File: config.mk
export PLATFORM = sky130hd
export DESIGN_NAME = pwm_carrier_event_gen
export DESIGN_NICKNAME = d
export VERILOG_FILES = /design/src/rtl/pwm_carrier_event_gen.sv
export SDC_FILE = /design/constraint.sdc
export NUM_CORES = 1
export LEC_CHECK = 0
export CAP_MARGIN = 0
export CORE_MARGIN = 8
export CORE_UTILIZATION = 46
export CTS_BUF_LIST = sky130_fd_sc_hd__clkbuf_8
export CTS_CLUSTER_SIZE = 20
export DETAILED_ROUTE_END_ITERATION = 8
export PLACE_DENSITY = 0.71
export SETUP_SLACK_MARGIN = 0.3
export SLEW_MARGIN = 20
export SYNTH_ARGS = -nofsm -noshare
export SYNTH_HDL_FRONTEND = slang
export SYNTH_SLANG_ARGS = --single-unit
File: constraint.sdc
create_clock -name clk -period 5.5 [get_ports clk]
set_clock_uncertainty 0.05 [all_clocks]
set_input_delay 1.1 -clock clk [delete_from_list [all_inputs] [get_ports clk]]
set_output_delay 1.1 -clock clk [all_outputs]
set_load 0.02 [all_outputs]
File: src/rtl/pwm_carrier_event_gen.sv
// pwm_carrier_event_gen: triangular PWM carrier with peak/valley pulses and a selectable event qualifier.
// Period and prescale are shadowed and reloaded only at a valley or while idle.
module pwm_carrier_event_gen #(
    parameter int CW = 16,
    parameter int DW = 8
) (
    input  logic          clk,
    input  logic          rst_n,
    input  logic          enable,
    input  logic [CW-1:0] carrier_max,
    input  logic [DW-1:0] carrier_divider,
    input  logic [1:0]    event_sel,
    output logic [CW-1:0] carrier,
    output logic          carrier_dir,
    output logic          carrier_peak,
    output logic          carrier_valley,
    output logic          event_qualifier,
    output logic [CW-1:0] max_active
);
    logic [DW-1:0] prescaler, div_active;
    logic          idle, tick, at_peak, at_valley;

    assign idle      = !enable || max_active == '0;
    assign tick      = prescaler == div_active;
    // max_active is nonzero whenever these are used, so the subtraction cannot wrap
    assign at_peak   = carrier >= max_active - CW'(1);
    assign at_valley = carrier <= CW'(1);

    assign event_qualifier = (event_sel[0] & carrier_valley) | (event_sel[1] & carrier_peak);

    always_ff @(posedge clk or negedge rst_n) begin
        if (!rst_n) begin
            carrier        <= '0;
            carrier_dir    <= 1'b1;
            carrier_peak   <= 1'b0;
            carrier_valley <= 1'b0;
            prescaler      <= '0;
            max_active     <= '0;
            div_active     <= '0;
        end else begin
            carrier_peak   <= 1'b0;
            carrier_valley <= 1'b0;
            if (idle) begin
                carrier     <= '0;
                carrier_dir <= 1'b1;
                prescaler   <= '0;
                max_active  <= carrier_max;
                div_active  <= carrier_divider;
            end else begin
                prescaler <= tick ? '0 : prescaler + DW'(1);
                if (tick && carrier_dir) begin
                    carrier      <= at_peak ? max_active : carrier + CW'(1);
                    carrier_dir  <= !at_peak;
                    carrier_peak <= at_peak;
                end else if (tick) begin
                    carrier        <= at_valley ? '0 : carrier - CW'(1);
                    carrier_dir    <= at_valley;
                    carrier_valley <= at_valley;
                    if (at_valley) begin
                        max_active <= carrier_max;
                        div_active <= carrier_divider;
                    end
                end
            end
        end
    end
endmodule
[Word level (Yosys, flattened, before mapping)]
Index checks and enable logic that the tools add are counted.
Word-level totals
  register bits: 51
  bits of input ports: 29
  output and inout port bits: 36
  word-level logic and storage cells: 50
Cells by class
  add/sub/neg operators: 4
  $lt $le $gt $ge: 2
  eq/ne operators: 2
  mux-type cells: 23
  bitwise operators: 3
  reduce and logical (&&, ||, !) cells: 9
Operator list (count)
  16-bit two-way mux: 9
  8-bit two-way mux: 6
  16-bit by 1-bit subtractor with 16-bit output (second input constant): 2
  16-bit by 1-bit adder with 16-bit output (second input constant): 1
  16-bit greater-or-equal comparator: 1
  16-bit by 1-bit <= comparator with 1-bit output (second input constant): 1
  16-bit logical NOT: 1
  8-bit by 1-bit adder with 8-bit output (second input constant): 1
  8-bit equality test: 1
  1-bit two-way mux: 8
  2-bit nonzero test: 2
  3-bit AND reduction: 1
  3-bit nonzero test: 1
  1-bit AND: 2
  1-bit logical NOT: 2
  2-bit != test (second input constant): 1
  1-bit logical AND: 1
  1-bit logical OR: 1
  1-bit bitwise OR: 1

[Logic depth before layout (Yosys ltp)]
Gate-level depths: netlist (run 1).
  word-level depth: 5
  depth in mapped cells: 14
  gate-level depth less buffers: 12

[Worst setup path before layout (run 1)]
Ideal clock, no wire load.
  kind: reg2reg
  from: register max_active[7]
  to: register carrier[12]
  library setup time: 126 ps
  data arrival time: 3543 ps
  required time: 5324 ps
  setup slack: 1782 ps
  stages on the path, launching flop included: 13
  buffers on the path: 1
  period minus slack after synthesis: 3718 ps
  cells stage by stage: dfrtp_1 > nor4_1 > nand4_1 > or4_1 > xor2_1 > ha_1 > nand4_1 > or4_1 > o32a_1 > and2_1 > buf_6 > o311ai_1 > o21ai_1
On the way
  word-level cells in the longest chain between the ends: 5
  elaborated cells on any way between the ends: 8
  those cells by class: 1 x add/sub; 1 x order compare; 3 x mux; 3 x reduce/logical
Ends and longest elaborated chain
  start, declared: line 18  | output logic [CW-1:0] max_active
  start signal, assigned: line 47  | max_active <= carrier_max;
  start signal, assigned: line 60  | max_active <= carrier_max;
  16-bit by 1-bit subtractor with 16-bit output: line 26  | assign at_peak = carrier >= max_active - CW'(1);
  16-bit greater-or-equal comparator: line 26
  16-bit two-way mux: line 52  | carrier <= at_peak ? max_active : carrier + CW'(1);
  16-bit two-way mux: line 51  | if (tick && carrier_dir) begin
  16-bit two-way mux: line 43  | if (idle) begin
  end signal, assigned: line 52
  end signal, assigned: line 56  | carrier <= at_valley ? '0 : carrier - CW'(1);
  end, declared: line 13  | output logic [CW-1:0] carrier,
Several ways; a longest one is shown, not always the timed one.
A chain may end at the register's enable or synchronous reset.

[Final worst setup path (run 1)]
  from: register max_active[7]
  to: register carrier[8]
The elaborated chain is that of the path after synthesis.

==> run summary, run 1 <==
Number of antenna violations at the first check in global routing -> 0
CP arrival -> 4400 ps
Unique masters post-synth -> 64
Fin util -> 56.39%
Later-pin clock latency in the skew report -> 320 ps
Sw power -> 262.9 uW
CP max stage cell -> a21oi_2
Row count -> 33
Core area -> 0.008134 mm2
GRT Util Overall -> 18.45%
Setup_tns -> 0 ps
Synth top area cells -> dfrtp_1 33%, mux2_4 7.5%, ha_1 6.9%, xor2_1 5.5%, xnor2_1 4.8%
Vias after detailed routing -> 3,212
Die width -> 106.9 um
Total setup buffers inserted after CTS -> 0
Final nets -> 488
Routed WL -> 10,400 um
Gate power share -> 21.9%
Final ANT Viol Nets -> 0
Most used DFF post-synth -> dfrtp_1
Area Overhead vs Synth -> 20.67%
Worst vdd ir -> 0.1384 mV
Async set-reset flop share out of synthesis -> 100.0%
Max-Cap Viols -> 0
Final Hold Fails -> 0
TritonCTS clock tree -> done
Initial Util -> 46.73%
Post-layout power -> 892.7 uW
Fin Hold WS -> 487.4 ps
Layout cell share with drive strength beyond 1 -> 12.56%
Diode count -> 0
Reg2reg setup slack -> 1260 ps
First-pass GRT wire length -> 17,110 um
Sequential share of the synthesized area -> 33.61%
Top cell type by total area after synthesis -> dfrtp_1
Sequential fraction of design power -> 48.0%
Worst R2R Path Depth -> 11
Final HPWL DP -> 7674 um
Die Area -> 0.01143 mm2
CP max stage delay -> 580 ps
Max FO, Critical Path -> 12
Grt ovf -> 0
Initial DRC Count -> 230
Die Height -> 106.9 um
EDFF count, synth -> 0
Reg2reg end -> carrier[8]$_DFFE_PN0P_
TritonCTS buffer count -> 5
Boundary pin count -> 65
Mapped Area -> 0.003801 mm2
# hold bufs at CTS -> 0
Unrepaired setup endpoints after global routing -> no
Max Buffers Root-to-Sink -> 2
Placer Congestion -> 0.8801
Hold_sp -> div_active[2]$_DFFE_PN0P_
Clock share of power -> 30.2%
Final min period -> 4236 ps
Leakage Power -> 0.001951 uW
Worst Setup Start Kind -> flop
Critical Path, Cell by Cell -> nor4_1 -> nand4_1 -> or4_1 -> xor2_1 -> ha_1 -> nand4_1 -> or4_1 -> o32a_1 -> a21oi_2 -> nand2b_1 -> a32o_1
#FFs+latches synth -> 51
Status -> completed
Slew at the pin closest to its max-slew limit -> 970.4 ps
CTS H-Tree Depth -> 2
Drt first pass iters -> 4
Post-CTS sizing -> 0
Root Driver -> clkbuf_8
Max frequency -> 0.2361 GHz
Final Max Tran Viols -> 0
DR WL/cell -> 19.15 um
R2R Path Start -> max_active[7]$_DFFE_PN0P_
PwrDens -> 194.6 mW/mm2
Internal Power -> 629.8 uW
Worst-path clk slew -> 100 ps
Clock sink total -> 51
Synth top area share -> 32.92%
Synth warn -> 0
Worst hold path cell count -> 1
Crit Path Class -> reg -> reg
Req. time, crit path -> 5660 ps
Post-synthesis area per instance -> 9.797 um2
Sw Share -> 29.45%
Largest net degree at the start of global routing -> 52
Synth top cells by count -> 50 x dfrtp_1, 26 x nor2_1, 24 x nand3_1, 24 x xor2_1
DR DRC count -> 0
Crit end category -> flop
Max_slew headroom -> 35.07%
Post-synthesis cell count -> 388
WHS Endpoint -> div_active[2]$_DFFE_PN0P_
Vias in the first global route -> 3,205
Hold Crit Class -> reg -> reg
I/O Buffers -> 64
Via/cell ratio -> 5.915
Final worst path period share -> 77.02%
Syn nets -> 438
Most frequent cell after synthesis -> dfrtp_1
Setup-failing EPs final -> 0
sequential cells by signal, summed over array words and instances (netlist names):
name / count
div_active: 8
carrier: 16
carrier_peak: 1
carrier_valley: 1
carrier_dir: 1
max_active: 16
prescaler: 8
cells in the final DEF, fill, tap and decap left out, types with 18 or more instances in the layout:
master and count:
a21oi_1 18, clkdlybuf4s50_1 63, dfrtp_1 50, ha_1 21
mux2_4 19, nand2_1 18, nand3_1 24, nor2_1 26
xnor2_1 21, xor2_1 24
logic make-up after synthesis:
kind of cell | share of synthesized area [%]
buf+inv | 5.003
mux | 9.546
fa+ha+maj | 6.912
flops | 33.61
simple gates | 19.26
xor+xnor | 10.37
compound gates | 15.31
per-layer routing:
layer  GRT usage (%)  vias to the layer above  share of wire, %
li1                -                     1516                 -
met1           23.90                     1561                44
met2           30.46                      119                49
met3           3.359                       16               5.4
met4           5.729                        0               1.6
met5               0                        -                 0
area by class of cell:
type,count,area [um2]
timing repair buffer,66,670.6
tap,105,131.4
clock inverter,2,37.54
inverter,16,60.06
fill,696,3547
multi-input combinational,298,2341
sequential,51,1277
clock buffer,5,68.82
through the flow:
stage	std cells	instance area [um2]	setup WS, ps
detailed placement	535	4453	1364
finish	543	4587	1264
global route	543	4587	960.3
global placement	535	4453	1453
floorplan	388	3801	1782
CTS	542	4559	1299
worst max path at each step:
stage                                    startpoint                      end  cells past startpoint
final                     max_active[7]$_DFFE_PN0P_   carrier[8]$_DFFE_PN0P_                     11
after global routing      max_active[7]$_DFFE_PN0P_   carrier[6]$_DFFE_PN0P_                     11
after CTS                 max_active[7]$_DFFE_PN0P_   carrier[6]$_DFFE_PN0P_                     11
after detailed placement  max_active[7]$_DFFE_PN0P_   carrier[6]$_DFFE_PN0P_                     11
after global placement    max_active[7]$_DFFE_PN0P_   carrier[2]$_DFFE_PN0P_                     11
after floorplan           max_active[7]$_DFFE_PN0P_  carrier[12]$_DFFE_PN0P_                     12
power groups by stage:
stage | Sequential, uW | Clock [uW] | Combinational [uW]
floorplan | 441 | 0 | 102
detailed placement | 435 | 0 | 194
CTS | 428 | 268 | 194
global placement | 434 | 0 | 191
global route | 432 | 281 | 212
finish | 428 | 269 | 195
critical path, delay by kind of cell (launching register included):
family | cells | cell delay (ps)
AOI/OAI and AO/OA | 3 | 1220
xor gates and xnor gates | 1 | 160
adders and majority gates | 1 | 280
DFF | 1 | 460
and+or+nand+nor | 6 | 1980
Power figures use the tool's default switching activity.
==> run 2: changes to the inputs <==
Clock period 5.5 ns to 4.4 ns, I/O delays scaled along.
==> run 2 against run 1 <==
Effect of this change: first-iteration DRC count is 37% lower; hold slack worse by 75 ps; register-to-register slack worse by 770 ps; combinational power is 30% higher; clock power is 7.4% higher; sequential cell count stayed put; via count is 0.72% lower.
==> run summary, run 2 (same netlist as run 1, synthesis figures left out) <==
Req. time, crit path -> 4540 ps (-1120 ps)
Number of antenna violations at the first check in global routing -> 0 (unchanged)
Met1 Track Usage GR -> 23.04% (-0.86 points)
Vias after detailed routing -> 3,189 (-0.72%)
Worst vdd ir -> 0.1448 mV (+4.6%)
Setup WS pre-CTS -> 377.3 ps (-986.8 ps)
Row count -> 33 (unchanged)
Initial Util -> 46.73% (unchanged)
TritonCTS buffer count -> 5 (unchanged)
Clock sink total -> 51 (unchanged)
DR DRC count -> 0 (unchanged)
Worst R2R Path Depth -> 12 (+1)
Unrepaired setup endpoints after global routing -> no
Max Buffers Root-to-Sink -> 2 (unchanged)
GRT Util Overall -> 18.60% (+0.15 points)
Commonest cells after routing, fill and taps aside -> 63 x clkdlybuf4s50_1, 50 x dfrtp_1, 26 x nor2_1
CP Buf/Inv Count -> 1 (+1)
M2 GR Usage -> 31.79% (+1.3 points)
Max FO, Critical Path -> 7 (-5)
Setup-failing EPs final -> 0 (unchanged)
Max frequency -> 0.2563 GHz (+8.6%)
Final ANT Viol Nets -> 0 (unchanged)
Final worst path period share -> 88.66% (+12 points)
Final nets -> 495 (+1.4%)
Die width -> 106.9 um (unchanged)
Final HPWL DP -> 7854 um (+2.4%)
Largest net degree at the start of global routing -> 38 (-27%)
Drt first pass iters -> 4 (unchanged)
Placer Congestion -> 0.8777 (-0.27%)
Max-Cap Viols -> 0 (unchanged)
Die Area -> 0.01143 mm2 (unchanged)
R2R Path Start -> max_active[7]$_DFFE_PN0P_
Slew at the pin closest to its max-slew limit -> 1096 ps (+125.7 ps)
Root Driver -> clkbuf_8
Cells after DPL -> 543 (+1.5%)
Routed WL -> 10,230 um (-1.6%)
Worst Setup Start Kind -> flop
PwrDens -> 231.9 mW/mm2 (+19%)
Layout cell share with drive strength beyond 1 -> 14.57% (+2.0 points)
Worst-path clk slew -> 100 ps (about the same)
Crit Path Class -> reg -> reg
CP max stage cell -> or4_1
Reg2reg setup slack -> 500 ps (-770 ps)
CTS H-Tree Depth -> 2 (unchanged)
Status -> completed
Initial DRC Count -> 146 (-37%)
Via/cell ratio -> 5.788 (-2.2%)
Final Hold Fails -> 0 (unchanged)
Crit end category -> flop
Vias in the first global route -> 3,384 (+5.6%)
TritonCTS clock tree -> done
CP max stage delay -> 540 ps (-40 ps)
Area Overhead vs Synth -> 21.63%
Reg2reg end -> carrier[8]$_DFFE_PN0P_
Final min period -> 3901 ps (-334.7 ps)
Final Max Tran Viols -> 0 (unchanged)
Core area -> 0.008134 mm2 (unchanged)
Max_slew headroom -> 26.77% (-8.3 points)
Biggest regs -> carrier x16, max_active x16
Critical Path, Cell by Cell -> nor4_2 -> nand4_1 -> or4_1 -> xor2_1 -> ha_1 -> nand4_1 -> or4_1 -> o32a_1 -> a21oi_4 -> buf_4 -> nand2b_1 -> a32o_1
Cell family with most CP delay -> simple AND/OR/NAND/NOR gates
Boundary pin count -> 65 (unchanged)
Most Crowded Layer GR -> met2
Hold Crit Class -> in -> async
I/O Buffers -> 64 (unchanged)
Later-pin clock latency in the skew report -> 310 ps (about the same)
Diode count -> 0 (unchanged)
Setup_tns -> 0 ps (unchanged)
Most common cell after layout, fill and taps aside -> clkdlybuf4s50_1
Grt ovf -> 0 (unchanged)
Slack of the critical path -> 498.8 ps (-765.3 ps)
# hold bufs at CTS -> 0 (unchanged)
CP arrival -> 4050 ps (-350 ps)
Routing usage on met3 -> 3.659% (+0.30 points)
First-pass GRT wire length -> 17,300 um (+1.1%)
Total setup buffers inserted after CTS -> 0 (unchanged)
Leakage Power -> 0.001978 uW (+1.3%)
DR WL/cell -> 18.57 um (-3.0%)
Layout Cells excl Fill -> 551 (+1.5%)
Die Height -> 106.9 um (unchanged)
[run 2: worst max path at each step]
stage / from / to / slack, ps / depth (start not counted)
5_1_grt: max_active[7]$_DFFE_PN0P_ / carrier[8]$_DFFE_PN0P_ / 330 / 12
2_1_floorplan: max_active[7]$_DFFE_PN0P_ / carrier[12]$_DFFE_PN0P_ / 680 / 12
6_report: max_active[7]$_DFFE_PN0P_ / carrier[8]$_DFFE_PN0P_ / 500 / 12
3_3_place_gp: max_active[7]$_DFFE_PN0P_ / carrier[8]$_DFFE_PN0P_ / 610 / 12
3_5_place_dp: max_active[7]$_DFFE_PN0P_ / carrier[8]$_DFFE_PN0P_ / 380 / 12
4_1_cts: max_active[7]$_DFFE_PN0P_ / carrier[8]$_DFFE_PN0P_ / 350 / 12
[run 2: where the power goes]
group | total (uW) | switching, uW | internal [uW]
combinational | 253 | 123 | 130
clock | 289 | 172 | 117
sequential | 530 | 36.0 | 494
[run 2: stage by stage]
stage	hold WS (ps)	utilization (%)	cell area, um2	power [uW]
3_5_place_dp	469.0	55.48	4513	791.4
5_1_grt	424.4	56.84	4623	1125
3_3_place_gp	461.6	55.48	4513	787.0
4_1_cts	414.4	56.65	4608	1080
2_1_floorplan	448.1	-	3801	678.4
6_report	412.3	56.84	4623	1072
[run 2: timing repair]
item	in CTS	in global routing
resized for setup	0	3
hold endpoints to repair	0	0
setup endpoints to repair	0	14
[run 2: layout make-up]
| type | instances | area, um2 |
|---|---|---|
| multi-input cells | 298 | 2356 |
| inverters | 16 | 60.06 |
| flip-flops and latches | 51 | 1277 |
| well taps | 105 | 131.4 |
| fillers | 712 | 3511 |
| clock inverters | 3 | 26.28 |
| repair buffers | 73 | 703.2 |
| clock buffers | 5 | 68.82 |
[run 2: layer usage]
metal / up-vias / share of wire, %
li1: 1532 / -
met1: 1562 / 43
met2: 81 / 50
met3: 14 / 5.8
met4: 0 / 1.6
met5: - / 0
==> run 3: changes to the inputs <==
Settings changed: ABC_AREA set to 0, REMOVE_ABC_BUFFERS set to 1.
==> run 3 against run 2 <==
Effect of this change: via count hardly changed; cell count is 0.36% lower; worst setup slack better by 52 ps; sequential share of layout area is 0.075 points lower; maximum frequency is 1.3% higher; largest power group unchanged.
==> run summary, run 3 (same netlist as run 1, synthesis figures left out) <==
Most common cell after layout, fill and taps aside -> clkdlybuf4s50_1
Diode count -> 0 (unchanged)
Largest net degree at the start of global routing -> 52 (+37%)
Internal Power -> 847.8 uW (+14%)
PwrDens -> 253.5 mW/mm2 (+9.3%)
Max_slew headroom -> 40.27% (+13 points)
Final worst path period share -> 87.49% (-1.2 points)
Final nets -> 493 (-0.40%)
Worst Setup Start Kind -> flop
Sw power -> 327.4 uW (-1.0%)
Unrepaired setup endpoints after global routing -> no
Row count -> 33 (unchanged)
Initial DRC Count -> 144 (-1.4%)
Worst-path clk slew -> 100 ps (about the same)
CP arrival -> 4000 ps (-50 ps)
Final ANT Viol Nets -> 0 (unchanged)
TritonCTS clock tree -> done
Crit end category -> flop
Gate power share -> 20.8% (-2.8 points)
Final Max Tran Viols -> 0 (unchanged)
Crit-path most repeated cell -> nor3_1
Die width -> 106.9 um (unchanged)
Clock sink total -> 51 (unchanged)
Worst vdd ir -> 0.1569 mV (+8.4%)
Layout cell share with drive strength beyond 1 -> 13.96% (-0.61 points)
Critical Path, Cell by Cell -> nor3_1 -> and3_1 -> nand2_1 -> nor3_1 -> xnor2_1 -> ha_1 -> nand4_1 -> or4_1 -> o32a_1 -> and2_2 -> o311ai_1 -> o21ai_1
CTS H-Tree Depth -> 2 (unchanged)
Die Area -> 0.01143 mm2 (unchanged)
Total setup buffers inserted after CTS -> 0 (unchanged)
Max FO, Critical Path -> 16 (+9)
Later-pin clock latency in the skew report -> 320 ps (about the same)
Req. time, crit path -> 4550 ps (about the same)
Slew at the pin closest to its max-slew limit -> 894.0 ps (-202.0 ps)
Sw Share -> 27.86% (-3.0 points)
Initial Util -> 46.73% (unchanged)
Grt ovf -> 0 (unchanged)
DR WL/cell -> 18.31 um (-1.4%)
Sequential fraction of design power -> 45.3% (-4.1 points)
Boundary pin count -> 65 (unchanged)
Max Buffers Root-to-Sink -> 2 (unchanged)
Final min period -> 3849 ps (-51.87 ps)
Max frequency -> 0.2598 GHz (+1.3%)
Via/cell ratio -> 5.807 (+0.33%)
Placer Congestion -> 0.9057 (+3.2%)
Vias in the first global route -> 3,155 (-6.8%)
TritonCTS buffer count -> 5 (unchanged)
Commonest cells after routing, fill and taps aside -> 63 x clkdlybuf4s50_1, 50 x dfrtp_1, 26 x nor2_1
Area Overhead vs Synth -> 21.96%
Hold Crit Class -> reg -> reg
Core area -> 0.008134 mm2 (unchanged)
GRT Util Overall -> 17.63% (-0.97 points)
Biggest regs -> carrier x16, max_active x16
DR DRC count -> 0 (unchanged)
CP max stage delay -> 550 ps (about the same)
Setup_tns -> 0 ps (unchanged)
Leakage Power -> 0.001981 uW (+0.19%)
Fin util -> 56.99% (+0.15 points)
Root Driver -> clkbuf_8
Number of antenna violations at the first check in global routing -> 0 (unchanged)
Vias after detailed routing -> 3,188 (-0.031%)
CP max stage cell -> or4_1
I/O Buffers -> 64 (unchanged)
Status -> completed
Setup-failing EPs final -> 0 (unchanged)
Final HPWL DP -> 7381 um (-6.0%)
First-pass GRT wire length -> 16,380 um (-5.3%)
Final Hold Fails -> 0 (unchanged)
Routed WL -> 10,050 um (-1.7%)
Die Height -> 106.9 um (unchanged)
Crit Path Class -> reg -> reg
Clock share of power -> 33.9% (+6.9 points)
Drt first pass iters -> 4 (unchanged)
Max-Cap Viols -> 0 (unchanged)
run 3: cell types whose count changed in the layout (fill, tap and decap cells not counted), sizes merged:
cell	change
clkinvlp	+1
bufinv	+2
buf	-2
clkinv	-1
inv	-2
run 3: layer usage:
metal  vias to the layer above  GRT usage (%)  routed length, um
li1                       1530              -                  -
met1                      1531          23.32               4539
met2                       112          28.82               4762
met3                        15          3.239                623
met4                         0          4.724                127
met5                         -              0                  0
run 3: power by group through the flow:
stage	combinational, uW	sequential, uW	clock, uW
floorplan	123	553	0
global placement	241	541	0
detailed placement	244	542	0
CTS	246	532	403
global route	264	538	419
finish	244	533	398
run 3: what timing repair did:
| item | CTS | global route |
|---|---|---|
| setup endpoints to repair | 0 | 6 |
| hold buffers | 0 | 0 |
| resized for setup | 0 | 1 |
run 3: final timing paths:
check | cells past startpoint | startpoint | slack (ps) | to
min | 1 | div_active[3]$_DFFE_PN0P_ | 480 | div_active[3]$_DFFE_PN0P_
max reg2reg | 12 | max_active[2]$_DFFE_PN0P_ | 550 | carrier[12]$_DFFE_PN0P_
max in group asynchronous | 2 | rst_n | 3230 | max_active[7]$_DFFE_PN0P_
min in group asynchronous | 2 | rst_n | 610 | max_active[4]$_DFFE_PN0P_
min reg2reg | 1 | div_active[3]$_DFFE_PN0P_ | 480 | div_active[3]$_DFFE_PN0P_
max | 12 | max_active[2]$_DFFE_PN0P_ | 550 | carrier[12]$_DFFE_PN0P_
run 3: worst max-delay path, delay by kind of cell (launching register included):
kind	cells	cell delay, ps
xor gates and xnor gates	1	110
DFF	1	450
adders and majority gates	1	320
and+or+nand+nor	7	2040
AOI/OAI and AO/OA	3	770
run 3: layout make-up:
cell class                 instances  area (um2)
fill                             700        3498
multi-input combinational        298        2342
sequential                        51        1277
timing repair buffer              71       688.2
tap                              105       131.4
clock buffer                       5       68.82
clock inverter                     3       67.56
inverter                          16       60.06
run 3: stage by stage:
| step | cells | power, uW | hold slack, ps | setup slack (ps) | instance area (um2) |
|---|---|---|---|---|---|
| floorplan | 365 | 675.7 | 448.1 | 593.3 | 3671 |
| global placement | 541 | 781.9 | 459.1 | 556.8 | 4498 |
| detailed placement | 541 | 785.3 | 466.6 | 464.0 | 4498 |
| CTS | 549 | 1181 | 489.0 | 435.0 | 4634 |
| global route | 549 | 1220 | 502.4 | 317.2 | 4636 |
| finish | 549 | 1175 | 483.0 | 550.6 | 4636 |
